`src/rtl/word_entry_ctrl_pkg.sv`:
```
// Shared types and sizes for the word entry path.
// Checker and display logic import the same word geometry.
package word_entry_ctrl_pkg;

    localparam int WORD_LEN    = 5;
    localparam int MAX_GUESSES = 6;

    localparam logic [7:0] ASCII_NULL = 8'h00;

    typedef enum logic [1:0] {
        ENTRY  = 2'd0,
        FULL   = 2'd1,
        SUBMIT = 2'd2,
        LOCKED = 2'd3
    } word_ctrl_state_t;

endpackage

```
`src/rtl/word_entry_ctrl_buffer.sv`:
```
// WORD_LEN x 8 letter register file with indexed write and clear.
// The flat word output is the register contents, slot 0 in the low byte.
module word_entry_ctrl_buffer #(
    parameter int WORD_LEN = 5,
    parameter int CNT_W    = $clog2(WORD_LEN + 1)
) (
    input  logic                  clk,
    input  logic                  nRst,
    input  logic                  we,
    input  logic [CNT_W-1:0]      idx,
    input  logic [7:0]            wdata,
    input  logic                  clr,
    output logic [8*WORD_LEN-1:0] word
);
    import word_entry_ctrl_pkg::*;

    always_ff @(posedge clk) begin
        if (!nRst || clr) begin
            word <= {WORD_LEN{ASCII_NULL}};
        end else if (we) begin
            for (int i = 0; i < WORD_LEN; i++) begin
                if (idx == CNT_W'(i)) begin
                    word[8*i +: 8] <= wdata;
                end
            end
        end
    end

endmodule

```
`src/rtl/word_entry_ctrl.sv`:
```
// Collects keypad letters into words and hands them to the checker.
// Also counts accepted guesses and locks the game when it ends.
module word_entry_ctrl #(
    parameter int WORD_LEN    = 5,
    parameter int MAX_GUESSES = 6,
    parameter int CNT_W       = $clog2(WORD_LEN + 1),
    parameter int GCNT_W      = $clog2(MAX_GUESSES + 1)
) (
    input  logic                  clk,
    input  logic                  nRst,
    input  logic                  letter_valid,
    input  logic [7:0]            letter,
    input  logic                  submit_word,
    input  logic                  clear_word,
    input  logic                  game_end,
    input  logic                  word_ack,
    output logic                  word_valid,
    output logic [8*WORD_LEN-1:0] word,
    output logic [CNT_W-1:0]      letter_count,
    output logic [GCNT_W-1:0]     guess_count,
    output logic                  accepting,
    output logic                  err_short,
    output logic                  game_over
);
    import word_entry_ctrl_pkg::*;

    localparam logic [CNT_W-1:0]  LAST_SLOT  = CNT_W'(WORD_LEN - 1);
    localparam logic [CNT_W-1:0]  FULL_CNT   = CNT_W'(WORD_LEN);
    localparam logic [GCNT_W-1:0] LAST_GUESS = GCNT_W'(MAX_GUESSES - 1);

    word_ctrl_state_t state;
    logic             buf_we;
    logic             buf_clr;

    assign accepting = (state == ENTRY) && (letter_count < FULL_CNT);

    // Buffer controls follow the same priority order as the FSM below.
    always_comb begin
        buf_we  = 1'b0;
        buf_clr = 1'b0;
        if (game_end) begin
            buf_clr = 1'b1;
        end else begin
            case (state)
                ENTRY: begin
                    if (clear_word) begin
                        buf_clr = 1'b1;
                    end else if (!submit_word && letter_valid
                                 && letter_count < FULL_CNT) begin
                        buf_we = 1'b1;
                    end
                end
                FULL:    buf_clr = clear_word;
                SUBMIT:  buf_clr = word_ack;
                default: buf_clr = 1'b0;
            endcase
        end
    end

    word_entry_ctrl_buffer #(
        .WORD_LEN (WORD_LEN),
        .CNT_W    (CNT_W)
    ) u_buffer (
        .clk   (clk),
        .nRst  (nRst),
        .we    (buf_we),
        .idx   (letter_count),
        .wdata (letter),
        .clr   (buf_clr),
        .word  (word)
    );

    always_ff @(posedge clk) begin
        if (!nRst) begin
            state        <= ENTRY;
            letter_count <= '0;
            guess_count  <= '0;
            word_valid   <= 1'b0;
            err_short    <= 1'b0;
            game_over    <= 1'b0;
        end else begin
            err_short <= 1'b0;
            if (game_end) begin
                state        <= LOCKED;
                letter_count <= '0;
                word_valid   <= 1'b0;
                game_over    <= 1'b1;
            end else begin
                case (state)
                    ENTRY: begin
                        if (clear_word) begin
                            letter_count <= '0;
                        end else if (submit_word) begin
                            err_short <= 1'b1;
                        end else if (letter_valid) begin
                            letter_count <= letter_count + 1'b1;
                            if (letter_count == LAST_SLOT) begin
                                state <= FULL;
                            end
                        end
                    end
                    FULL: begin
                        if (clear_word) begin
                            letter_count <= '0;
                            state        <= ENTRY;
                        end else if (submit_word) begin
                            state      <= SUBMIT;
                            word_valid <= 1'b1;
                        end
                    end
                    SUBMIT: begin
                        if (word_ack) begin
                            guess_count  <= guess_count + 1'b1;
                            letter_count <= '0;
                            word_valid   <= 1'b0;
                            if (guess_count == LAST_GUESS) begin
                                state     <= LOCKED;
                                game_over <= 1'b1;
                            end else begin
                                state <= ENTRY;
                            end
                        end
                    end
                    default: begin
                        state <= LOCKED;
                    end
                endcase
            end
        end
    end

endmodule
```
`config.mk`:
```
export PLATFORM = sky130hd
export DESIGN_NAME = word_entry_ctrl
export DESIGN_NICKNAME = d
export VERILOG_FILES = /design/src/rtl/word_entry_ctrl_pkg.sv /design/src/rtl/word_entry_ctrl_buffer.sv /design/src/rtl/word_entry_ctrl.sv
export SDC_FILE = /design/constraint.sdc
export NUM_CORES = 1
export LEC_CHECK = 0
export CAP_MARGIN = 20
export CORE_MARGIN = 2
export CORE_UTILIZATION = 40
export CTS_CLUSTER_DIAMETER = 60
export DETAILED_ROUTE_END_ITERATION = 10
export PLACE_DENSITY = 0.81
export SLEW_MARGIN = 0
export SYNTH_ARGS = -nofsm -noshare
export SYNTH_HDL_FRONTEND = slang
export SYNTH_SLANG_ARGS = --single-unit
export TNS_END_PERCENT = 20
```
`constraint.sdc`:
```
create_clock -name clk -period 2 [get_ports clk]
set_input_delay 0.4 -clock clk [delete_from_list [all_inputs] [get_ports clk]]
set_output_delay 0.4 -clock clk [all_outputs]
set_load 0.05 [all_outputs]
```
==> impl_metrics.json, run 1 <==
{
  "slowest_delay_ps": 820,
  "crit_required_ps": 1600,
  "ant_nets": 0,
  "cts_buffers": 5,
  "finalNetCount": 316,
  "cts_num_sinks": 51,
  "antenna_found_initial": 0,
  "synth_edf_count": 0,
  "path_buf_inv": 1,
  "worstPathArrival_ps": 1500,
  "cts_max_level": 2,
  "cp_slowest_cell": "clkdlybuf4s50_1",
  "setup_viol": 0,
  "cts_tree": "built",
  "synth_largest_area_cell": "dfxtp_1",
  "tightest_slew_ps": 531,
  "globalplace.congestion": 0.801,
  "synthArstFlopShare_pct": 0,
  "wl_microns": 5270,
  "final_cell_mix": "59 x clkdlybuf4s50_1, 51 x dfxtp_1, 43 x nor2_1",
  "viasPerCell": 4.98,
  "grtUsageTotal_pct": 17.8,
  "peakVddDrop_mv": 0.463,
  "fillCellCount": 486,
  "synth_cells": 217,
  "clk_pin_slew_ps": 100,
  "place_area_sq_mm": 0.00306,
  "cp_cell_sequence": "clkdlybuf4s50_1",
  "synth_area_sq_mm": 0.00222,
  "yosysTopAreaCellShare_pct": 46.0,
  "criticalPathCategory": "flop to output pin",
  "p_leak_nw": 1.33,
  "layout_commonest_cell": "clkdlybuf4s50_1",
  "crit_fanout": 4,
  "cap_viol_max_count": 0,
  "fin_skew_ps": 9.37,
  "dp.cells": 355,
  "grt_pass1_vias": 1716,
  "antennaDiodeCount": 0,
  "final_area_sq_mm": 0.00317,
  "finalSetupTns_ps": 0,
  "start_util_pct": 40.8,
  "synthDistinctLibCells": 40,
  "cp-end-kind": "output pin",
  "die-height_microns": 78.5,
  "min_period_over_period_pct": 95.2,
  "overflow": 0,
  "crit_path_start_kind": "flop",
  "coreArea_sq_mm": 0.00544,
  "die_w_microns": 78.5,
  "slew_violations": 0,
  "grt_max_degree": 41,
  "die_area_sq_mm": 0.00615,
  "cts-hold-fix-buffers": 0,
  "rsz0062_at_grt": "false",
  "ys_top_cells_by_area": "dfxtp_1 46%, mux2i_1 18%, nor2_1 7.3%",
  "drt-initial-drc-count": 78,
  "drive_gt1_share_pct": 9.62,
  "syn_nets": 243,
  "yosysWarnings": 0,
  "powerDensity_mw_per_mm2": 696,
  "hold_violations": 0,
  "wl_per_cell_microns": 14.5,
  "hold_path.class": "flop to flop",
  "instances_no_fill": 363,
  "dr.pass1.iters": 4,
  "fmax_ghz": 0.525,
  "dp_hpwl_microns": 3840,
  "ctsLongestPathBuffers": 2,
  "portBuffers": 64,
  "rows": 27,
  "synth-main-ff-cell": "dfxtp_1",
  "route.detailed.drc": 0,
  "period_needed_ps": 1900,
  "vias": 1807,
  "io_pins": 65,
  "clock_latency_ps": 310,
  "ys_seq_area_share_pct": 46.0,
  "ys_seq_elements": 51,
  "clockRootBuffer": "clkbuf_8",
  "grt_pass1_wl_microns": 8560,
  "outcome": "complete, no violations",
  "slew_headroom_pct": 64.5,
  "syn2layout_area_growth_pct": 43.1,
  "synth.avg_cell_area_sq_um": 10.2,
  "critPathTopFamily": "buffers and inverters"
}
## layer usage
metal	GRT usage, %	vias to the layer above	routed length [microns]
met2	29.3	51	2500
met3	4.14	10	244
met4	6.32	0	87
li1	-	897	-
met1	22.9	849	2440
met5	0	-	0
## path summary, 6_finish.rpt
kind	slack (ps)	from	depth (start not counted)	end
worst max-delay path	100	guess_count[1]	1	guess_count[1]
worst min-delay path	500	u_buffer.word[14]	2	u_buffer.word[14]
worst max register to register	230	state[0]	6	letter_count[1]
worst min register to register	500	u_buffer.word[14]	2	u_buffer.word[14]
## Yosys cell counts (2+ instances only)
cell type and number:
mux2i_1 40, and2_1 4, nand2_1 5, nand4_2 2, inv_1 7, nor2b_1 4
nand2b_1 3, nor2_1 43, a21boi_0 3, o31ai_1 3, and4_1 3, dfxtp_1 51
ha_1 11, nand3_1 3, buf_4 3, a21oi_1 3, clkbuf_1 6
## power breakdown
group          switching (mW)  internal (mW)  total, mW
sequential             0.0258           1.04       1.07
clock                   0.353          0.284      0.636
combinational           0.292          0.216      0.508
total                   0.670           1.54       2.21
## cell families (layout without fill, tap and decap cells)
logic type                 Yosys count  count (layout)  share of synthesized area, %
and+or+nand+nor                     76              76                          17.8
DFF                                 51              51                          46.0
muxes                               40              40                          18.1
AOI/OAI and AO/OA                   20              20                          7.67
buffers and inverters               17              91                          3.44
adders and majority gates           11              11                          6.21
xor gates and xnor gates             2               2                         0.790
## registers in the layout, indices dropped and copies added (netlist names)
name	flops
err_short	1
game_over	1
guess_count	3
letter_count	3
state	2
u_buffer.word	40
word_valid	1
## stage by stage
stage | total power, mW | hold WS (ps) | setup slack [ps] | utilization [%]
6_report | 2.21 | 500 | 96.6 | 58.3
5_1_grt | 2.32 | 542 | 40.5 | 58.3
4_1_cts | 2.23 | 510 | 5.27 | 58.1
3_5_place_dp | 1.59 | 484 | -84.8 | 56.3
3_3_place_gp | 1.57 | 475 | -34.8 | 56.3
2_1_floorplan | 1.41 | 538 | 115 | -
## area by class of cell
type / instances / area (sq um) / share of cell area, %
Tap cell: 72 / 90.1 / 2.84
Clock buffer: 6 / 82.6 / 2.60
Multi-Input combinational cell: 149 / 1130 / 35.5
Clock inverter: 2 / 13.8 / 0.434
Timing Repair Buffer: 76 / 813 / 25.6
Sequential cell: 51 / 1020 / 32.2
Inverter: 7 / 26.3 / 0.828
## what timing repair did
item,in CTS,in global routing
resized for setup,0,5
buffers inserted,0,0
endpoints found under the setup margin,0,7
(Power assumes the default switching activity.)
==> run 2, diff against run 1 <==
--- a/config.mk
+++ b/config.mk
@@ -11,6 +11,7 @@
 export CTS_CLUSTER_DIAMETER = 60
 export DETAILED_ROUTE_END_ITERATION = 10
 export PLACE_DENSITY = 0.81
+export SETUP_SLACK_MARGIN = 0.05
 export SLEW_MARGIN = 0
 export SYNTH_ARGS = -nofsm -noshare
 export SYNTH_HDL_FRONTEND = slang
==> impl_metrics.json, run 2 (synthesis gave the netlist of run 1 again) <==
{
  "slew_violations": 0,
  "start_util_pct": 40.8,
  "syn2layout_area_growth_pct": 43.1,
  "cp_cell_sequence": "clkdlybuf4s50_1",
  "dpl_worst_slack_ps": -84.8,
  "tightest_slew_ps": 523,
  "crit_required_ps": 1600,
  "path_depth": 1,
  "outcome": "complete, no violations",
  "clock_latency_ps": 310,
  "crit_path_start_kind": "flop",
  "die-height_microns": 78.5,
  "antenna_found_initial": 0,
  "die_w_microns": 78.5,
  "setup_viol": 0,
  "finalSetupTns_ps": 0,
  "antennaDiodeCount": 0,
  "hold_violations": 0,
  "dp_hpwl_microns": 3840,
  "ctsLongestPathBuffers": 2,
  "grt_pass1_wl_microns": 8560,
  "wl_met1_microns": 2420,
  "rsz0062_at_grt": "false",
  "slowest_delay_ps": 820,
  "min_delay_path_depth": 2,
  "met2WireLength_microns": 2500,
  "rr_endpoint": "letter_count[1]",
  "slew_headroom_pct": 65.0,
  "route.detailed.drc": 0,
  "r2r_setup_slack_ps": 220,
  "top_layer": "met4",
  "min_period_over_period_pct": 94.7,
  "place_area_sq_mm": 0.00306,
  "final_cell_mix": "58 x clkdlybuf4s50_1, 51 x dfxtp_1, 43 x nor2_1",
  "globalplace.congestion": 0.801,
  "cts-hold-fix-buffers": 0,
  "wl_microns": 5270,
  "hold_slack_ps": 501,
  "clk_pin_slew_ps": 100,
  "drt-initial-drc-count": 88,
  "rr_startpoint": "state[0]",
  "reg2reg_depth": 6,
  "p_leak_nw": 1.33,
  "fmax_ghz": 0.528,
  "hold_path_startpoint": "u_buffer.word[14]",
  "cts_num_sinks": 51,
  "cts_buffers": 5,
  "swShare_pct": 30.3,
  "path_buf_inv": 1,
  "pwr-share-seq_pct": 48.3,
  "cp-end-kind": "output pin",
  "cp_slowest_cell": "clkdlybuf4s50_1",
  "fin_skew_ps": 12.7,
  "crit_fanout": 2,
  "worstPathArrival_ps": 1490,
  "dr.pass1.iters": 4,
  "drive_gt1_share_pct": 9.62,
  "switching_power_mw": 0.668,
  "clkPwrFrac_pct": 28.7,
  "largest-register": "u_buffer.word",
  "cts_max_level": 2,
  "critPathTopFamily": "buffers and inverters",
  "reg_top3": "u_buffer.word x40, guess_count x3, letter_count x3",
  "portBuffers": 64,
  "io_pins": 65,
  "setup_ws_ps": 106,
  "total_power_mw": 2.21,
  "clockRootBuffer": "clkbuf_8",
  "finalNetCount": 316,
  "powerDensity_mw_per_mm2": 696,
  "criticalPathCategory": "flop to output pin",
  "largest_reg_flops": 40,
  "hold_path.class": "flop to flop",
  "cap_viol_max_count": 0,
  "cts_tree": "built",
  "peakVddDrop_mv": 0.463,
  "p_comb_share_pct": 23.0,
  "ant_nets": 0,
  "wl_per_cell_microns": 14.5,
  "period_needed_ps": 1890,
  "final_area_sq_mm": 0.00317,
  "p_int_mw": 1.54,
  "fillCellCount": 485,
  "hold_end": "u_buffer.word[14]",
  "die_area_sq_mm": 0.00615,
  "grtUsageTotal_pct": 17.8,
  "overflow": 0,
  "grt_pass1_vias": 1716,
  "viasPerCell": 4.90,
  "met3_wirelength_microns": 271,
  "vias": 1777,
  "coreArea_sq_mm": 0.00544,
  "layout_commonest_cell": "clkdlybuf4s50_1",
  "rows": 27,
  "grt_max_degree": 41
}
-- run 2: cell types whose count changed in the layout (fill, tap and decap cells not counted), sizes merged --
cell,delta
clkdlybuf4s50,-1
dlygate4sd2,+1
-- run 2: repair_timing --
action / in CTS / in global routing
pin swaps: 0 / 0
gates resized for setup: 1 / 5
endpoints found under the setup margin: 4 / 8
buffers inserted: 0 / 0
endpoints found under the hold margin: 0 / 0
-- run 2: per-stage QoR --
stage / instances / utilization [%]
after floorplan: 217 / -
after global placement: 355 / 56.3
after detailed placement: 355 / 56.3
after CTS: 363 / 58.1
after global routing: 363 / 58.3
final: 363 / 58.3
-- run 2: layout make-up --
cell class | count | area (sq um) | share of cell area (%)
Clock buffer | 6 | 82.6 | 2.60
Clock inverter | 2 | 13.8 | 0.434
Inverter | 7 | 26.3 | 0.828
Multi-Input combinational cell | 149 | 1130 | 35.5
Sequential cell | 51 | 1020 | 32.2
Tap cell | 72 | 90.1 | 2.84
Timing Repair Buffer | 76 | 812 | 25.6
-- run 2: how the worst max path moves through the flow --
stage / end / startpoint / slack [ps]
after floorplan: state[0] / letter_count[0] / 120
final: word[39] / u_buffer.word[39] / 110
after global placement: u_buffer.word[8] / clear_word / -30
after CTS: guess_count[2] / guess_count[2] / 20
after global routing: letter_count[2] / letter_count[2] / 60
after detailed placement: u_buffer.word[31] / clear_word / -80
-- run 2: routing by layer --
layer  vias to the layer above  global-route usage (%)
li1                        897                       -
met1                       822                    22.9
met2                        50                    29.3
met3                         8                    4.14
met4                         0                    6.32
met5                         -                       0
-- run 2: power groups by stage --
| stage | Combinational, mW | Clock (mW) | Sequential [mW] |
|---|---|---|---|
| CTS | 0.500 | 0.661 | 1.07 |
| floorplan | 0.274 | 0 | 1.13 |
| global placement | 0.485 | 0 | 1.09 |
| detailed placement | 0.499 | 0 | 1.09 |
| global route | 0.543 | 0.703 | 1.07 |
| finish | 0.507 | 0.634 | 1.07 |
==> run 3, diff against run 2 <==
==> constraint.sdc (replaced) <==
create_clock -name clk -period 2.1 [get_ports clk]
set_input_delay 0.42 -clock clk [delete_from_list [all_inputs] [get_ports clk]]
set_output_delay 0.42 -clock clk [all_outputs]
set_load 0.05 [all_outputs]
==> impl_metrics.json, run 3 (synthesis gave the netlist of run 1 again) <==
{
  "cp-startpoint": "state[1]",
  "clk_pin_slew_ps": 100,
  "setup_ws_ps": 104,
  "slowest_delay_ps": 420,
  "cts_max_level": 2,
  "r2r_setup_slack_ps": 230,
  "ant_nets": 0,
  "dpl_worst_slack_ps": 0.478,
  "critPathCapture": "accepting",
  "slew_violations": 0,
  "crit_fanout": 12,
  "rsz0062_at_grt": "true",
  "tightest_slew_ps": 522,
  "path_buf_inv": 2,
  "powerDensity_mw_per_mm2": 664,
  "clock_latency_ps": 300,
  "min_period_over_period_pct": 95.0,
  "period_needed_ps": 2000,
  "crit_path_start_kind": "flop",
  "route.detailed.drc": 0,
  "hold_violations": 0,
  "hold_path.class": "flop to flop",
  "vias": 1768,
  "grt_pass1_vias": 1712,
  "largest-register": "u_buffer.word",
  "wl_per_cell_microns": 14.2,
  "wl_microns": 5150,
  "rows": 27,
  "drive_gt1_share_pct": 8.97,
  "final_cell_mix": "63 x clkdlybuf4s50_1, 51 x dfxtp_1, 43 x nor2_1",
  "regArea_sq_mm": 0.00102,
  "die-height_microns": 78.5,
  "p_leak_nw": 1.25,
  "final_core_util_pct": 58.0,
  "cp-end-kind": "output pin",
  "start_util_pct": 40.8,
  "multiInputGateArea_sq_mm": 0.00112,
  "die_w_microns": 78.5,
  "syn2layout_area_growth_pct": 42.2,
  "die_area_sq_mm": 0.00615,
  "globalplace.congestion": 0.813,
  "path_depth": 4,
  "largest_reg_flops": 40,
  "cp_slowest_cell": "ha_1",
  "place_area_sq_mm": 0.00306,
  "cap_viol_max_count": 0,
  "criticalPathCategory": "flop to output pin",
  "cts_tree": "built",
  "drt-initial-drc-count": 59,
  "reg2reg_depth": 6,
  "rr_startpoint": "state[1]",
  "cts_num_sinks": 51,
  "worstPathArrival_ps": 1580,
  "setup_viol": 0,
  "dp_hpwl_microns": 3820,
  "fillCellCount": 480,
  "cp_cell_sequence": "inv_1 > ha_1 > and2_1 > buf_12",
  "cts_buffers": 5,
  "grt_pass1_wl_microns": 8560,
  "rr_endpoint": "letter_count[1]",
  "clockRootBuffer": "clkbuf_8",
  "fmax_ghz": 0.501,
  "finalSetupTns_ps": 0,
  "crit_required_ps": 1680,
  "grt_max_degree": 41,
  "portBuffers": 64,
  "io_pins": 65,
  "dr.pass1.iters": 4,
  "fin_skew_ps": 6.94,
  "layout_commonest_cell": "clkdlybuf4s50_1",
  "viasPerCell": 4.88,
  "antennaDiodeCount": 0,
  "slew_headroom_pct": 65.1,
  "finalNetCount": 315,
  "overflow": 0,
  "ctsLongestPathBuffers": 2,
  "peakVddDrop_mv": 0.485,
  "ctsResizeCount": 0,
  "final_area_sq_mm": 0.00315,
  "cts-hold-fix-buffers": 0,
  "coreArea_sq_mm": 0.00544,
  "grtUsageTotal_pct": 17.6,
  "reg_top3": "u_buffer.word x40, guess_count x3, letter_count x3",
  "critPathTopFamily": "adder cells",
  "antenna_found_initial": 0,
  "total_power_mw": 2.09,
  "outcome": "complete, no violations"
}
run 3: worst min path at each step:
| stage | from | end | slack, ps | depth (start not counted) |
|---|---|---|---|---|
| 5_1_grt | u_buffer.word[13] | u_buffer.word[13] | 540 | 2 |
| 6_report | u_buffer.word[19] | u_buffer.word[19] | 500 | 2 |
| 3_3_place_gp | u_buffer.word[6] | u_buffer.word[6] | 480 | 2 |
| 3_5_place_dp | u_buffer.word[19] | u_buffer.word[19] | 490 | 2 |
| 4_1_cts | u_buffer.word[19] | u_buffer.word[19] | 510 | 2 |
| 2_1_floorplan | state[0] | state[0] | 540 | 1 |
run 3: area by class of cell:
cell class | instances | area share, %
multi-input cells | 149 | 35.6
flip-flops and latches | 51 | 32.4
repair buffers | 75 | 25.2
well taps | 72 | 2.86
clock buffers | 6 | 2.62
inverters | 7 | 0.833
clock inverters | 2 | 0.437
run 3: worst min-delay path: stages (launching register included):
cell and delay, ps:
dfxtp_1 340, mux2i_1 60, nor2_1 70
run 3: timing repair:
item	in CTS	in global routing
hold endpoints to repair	0	0
endpoints found under the setup margin	0	2
setup buffers	0	0
run 3: power by group:
group / switching (mW) / total, mW / internal (mW)
registers: 0.0246 / 1.02 / 0.991
clock network: 0.332 / 0.602 / 0.270
logic: 0.278 / 0.476 / 0.198
run 3: metal layers:
layer	vias up	global-route usage, %	part of all wire [%]
li1	890	-	-
met1	832	23.8	48
met5	-	0	0
met4	0	4.74	0.99
met2	41	28.8	47
met3	5	3.68	4.4
run 3: through the flow:
step,std cells,hold WS [ps]
2_1_floorplan,217,538
3_3_place_gp,354,475
3_5_place_dp,354,486
4_1_cts,362,510
5_1_grt,362,536
6_report,362,503
==> edit (settings of run 3) <==
Put one more register stage on the output `guess_count`. The value now appears one clock later. The other outputs are not delayed to match.
--- a/src/rtl/word_entry_ctrl.sv
+++ b/src/rtl/word_entry_ctrl.sv
@@ -27,6 +27,8 @@
     localparam logic [CNT_W-1:0]  LAST_SLOT  = CNT_W'(WORD_LEN - 1);
     localparam logic [CNT_W-1:0]  FULL_CNT   = CNT_W'(WORD_LEN);
     localparam logic [GCNT_W-1:0] LAST_GUESS = GCNT_W'(MAX_GUESSES - 1);
+
+    logic [GCNT_W-1:0] guess_count_s0;
 
     word_ctrl_state_t state;
     logic             buf_we;
@@ -74,7 +76,7 @@
         if (!nRst) begin
             state        <= ENTRY;
             letter_count <= '0;
-            guess_count  <= '0;
+            guess_count_s0 <= '0;
             word_valid   <= 1'b0;
             err_short    <= 1'b0;
             game_over    <= 1'b0;
@@ -110,10 +112,10 @@
                     end
                     SUBMIT: begin
                         if (word_ack) begin
-                            guess_count  <= guess_count + 1'b1;
+                            guess_count_s0 <= guess_count_s0 + 1'b1;
                             letter_count <= '0;
                             word_valid   <= 1'b0;
-                            if (guess_count == LAST_GUESS) begin
+                            if (guess_count_s0 == LAST_GUESS) begin
                                 state     <= LOCKED;
                                 game_over <= 1'b1;
                             end else begin
@@ -129,4 +131,8 @@
         end
     end
 
+    always_ff @(posedge clk) begin
+        guess_count <= guess_count_s0;
+    end
+
 endmodule
Behaviour: not the same (Yosys sat finds a counterexample within 10 cycles, from zero or initial values and one cycle with nRst low).
==> edit against run 3 <==
- setup slack gained 20 ps
- area after synthesis grew 3.0%
- sequential cell count grew 3
- routed wire length is essentially flat
- final area grew 1.6%
- combinational power is essentially flat
- first-iteration DRC count grew 34%
- clock power grew 24%
- power grew 9.7%
- highest routed layer unchanged
==> edit: results <==
[yosys]
synth-seq-area-share_pct = 47.34
synth_compound_area_share_pct = 7.452
synthCells = 220
synth_cell_type_count = 40
synth_ff_type = dfxtp_1
synth_mux_area_share_pct = 17.53
yosysWarningCount = 0
yosys.area_share.xor_xnor_pct = 0.7671
synth_fa_ha_area_share_pct = 6.027
synth_area_leaders = dfxtp_1, mux2i_1, nor2_1
async_flop_share_pct = 0
syn-num-nets = 246
synthTopCellsByCount = dfxtp_1, nor2_1, mux2i_1, ha_1, inv_1

[global_routing]
grt_pass1_wl_microns = 8355
grt.total_usage_pct = 16.85
grt_max_degree = 41
grt_pass1_vias = 1760

[place]
dp_cells = 358
hpwlAfterDp_microns = 3772
io_buffers = 64
gp_congestion = 0.7707
dp_slack_ps = -7.719

[final_layout]
largest_register_ffs = 40
diodes = 0
drive_above_1_share_pct = 9.184
fin_cells = 366
top_register = u_buffer.word
nets = 319

[detailed_routing]
vias_per_cell = 4.926
first_iter_violations = 79
wirelength_microns = 5148
drt_pass1_iterations = 4

[setup_path]
crit_path_top_delay_cell = clkdlybuf4s50_1
cp.arrival_ps = 1560
cpPeakStageDelay_ps = 830
crit_family = buffers and inverters
crit_path_max_fanout = 5

[clock_tree]
cts_resized = 0
cts_setup_buffers = 0
clock_path_buffers = 2
clock_latency_ps = 310
htreeDepth = 2

[hold_path]
worstHoldPathType = flop to flop

[timing]
fin_skew_ps = 8.781
relSlewSlack_pct = 62.91

[status]
status = complete, no violations

[power_and_ir_drop]
p_leak_nw = 1.342
vdd_drop_max_uv = 351.3
edit: cell types whose count changed after synthesis:
cell / before / now
and3_1: 1 / 3
and4_1: 3 / 0
buf_2: 1 / 4
buf_4: 3 / 0
buf_6: 0 / 2
clkbuf_1: 6 / 3
dfxtp_1: 51 / 54
nand3_2: 0 / 1
nor2b_1: 4 / 5
edit: layout make-up:
class | instances | area, sq um
clock buffers | 6 | 82.58
flip-flops and latches | 54 | 1081
multi-input cells | 150 | 1126
repair buffers | 75 | 758.2
inverters | 7 | 26.28
well taps | 72 | 90.09
fillers | 466 | 2303
clock inverters | 2 | 38.79
edit: logic make-up after synthesis:
| group | count (synthesis) |
|---|---|
| fa+ha+maj | 11 |
| mux | 40 |
| xor+xnor | 2 |
| compound gates | 20 |
| flops | 54 |
| simple gates | 77 |
| buf+inv | 16 |
edit: through the flow:
step / area [sq um] / TNS (ps)
after floorplan: 2283 / 0
after global placement: 3082 / 0
after detailed placement: 3082 / -7.719
after CTS: 3203 / 0
after global routing: 3203 / 0
final: 3203 / 0
edit: metal layers:
metal / GRT usage, % / vias up / wire [microns]
met5: 0 / - / 0
met4: 6.552 / 0 / 78
met3: 4.186 / 7 / 241
met2: 27.39 / 36 / 2448
met1: 21.46 / 863 / 2379
li1: - / 897 / -
edit: where the power goes:
group | leakage, nW | switching [W] | internal (W)
Clock | 0.0618 | 0.000352 | 0.000393
Combinational | 0.844 | 0.000277 | 0.000199
Sequential | 0.436 | 0.0000253 | 0.00105
Total | 1.34 | 0.000654 | 0.00164
edit: path summary, 6_finish.rpt:
path,slack (ps),to,cells past startpoint,startpoint
setup / recovery,120,letter_count[1],1,letter_count[1]
hold / removal,400,guess_count[1],0,guess_count_s0[1]
setup reg to reg,230,u_buffer.word[8],7,state[0]
hold reg to reg,400,guess_count[1],0,guess_count_s0[1]
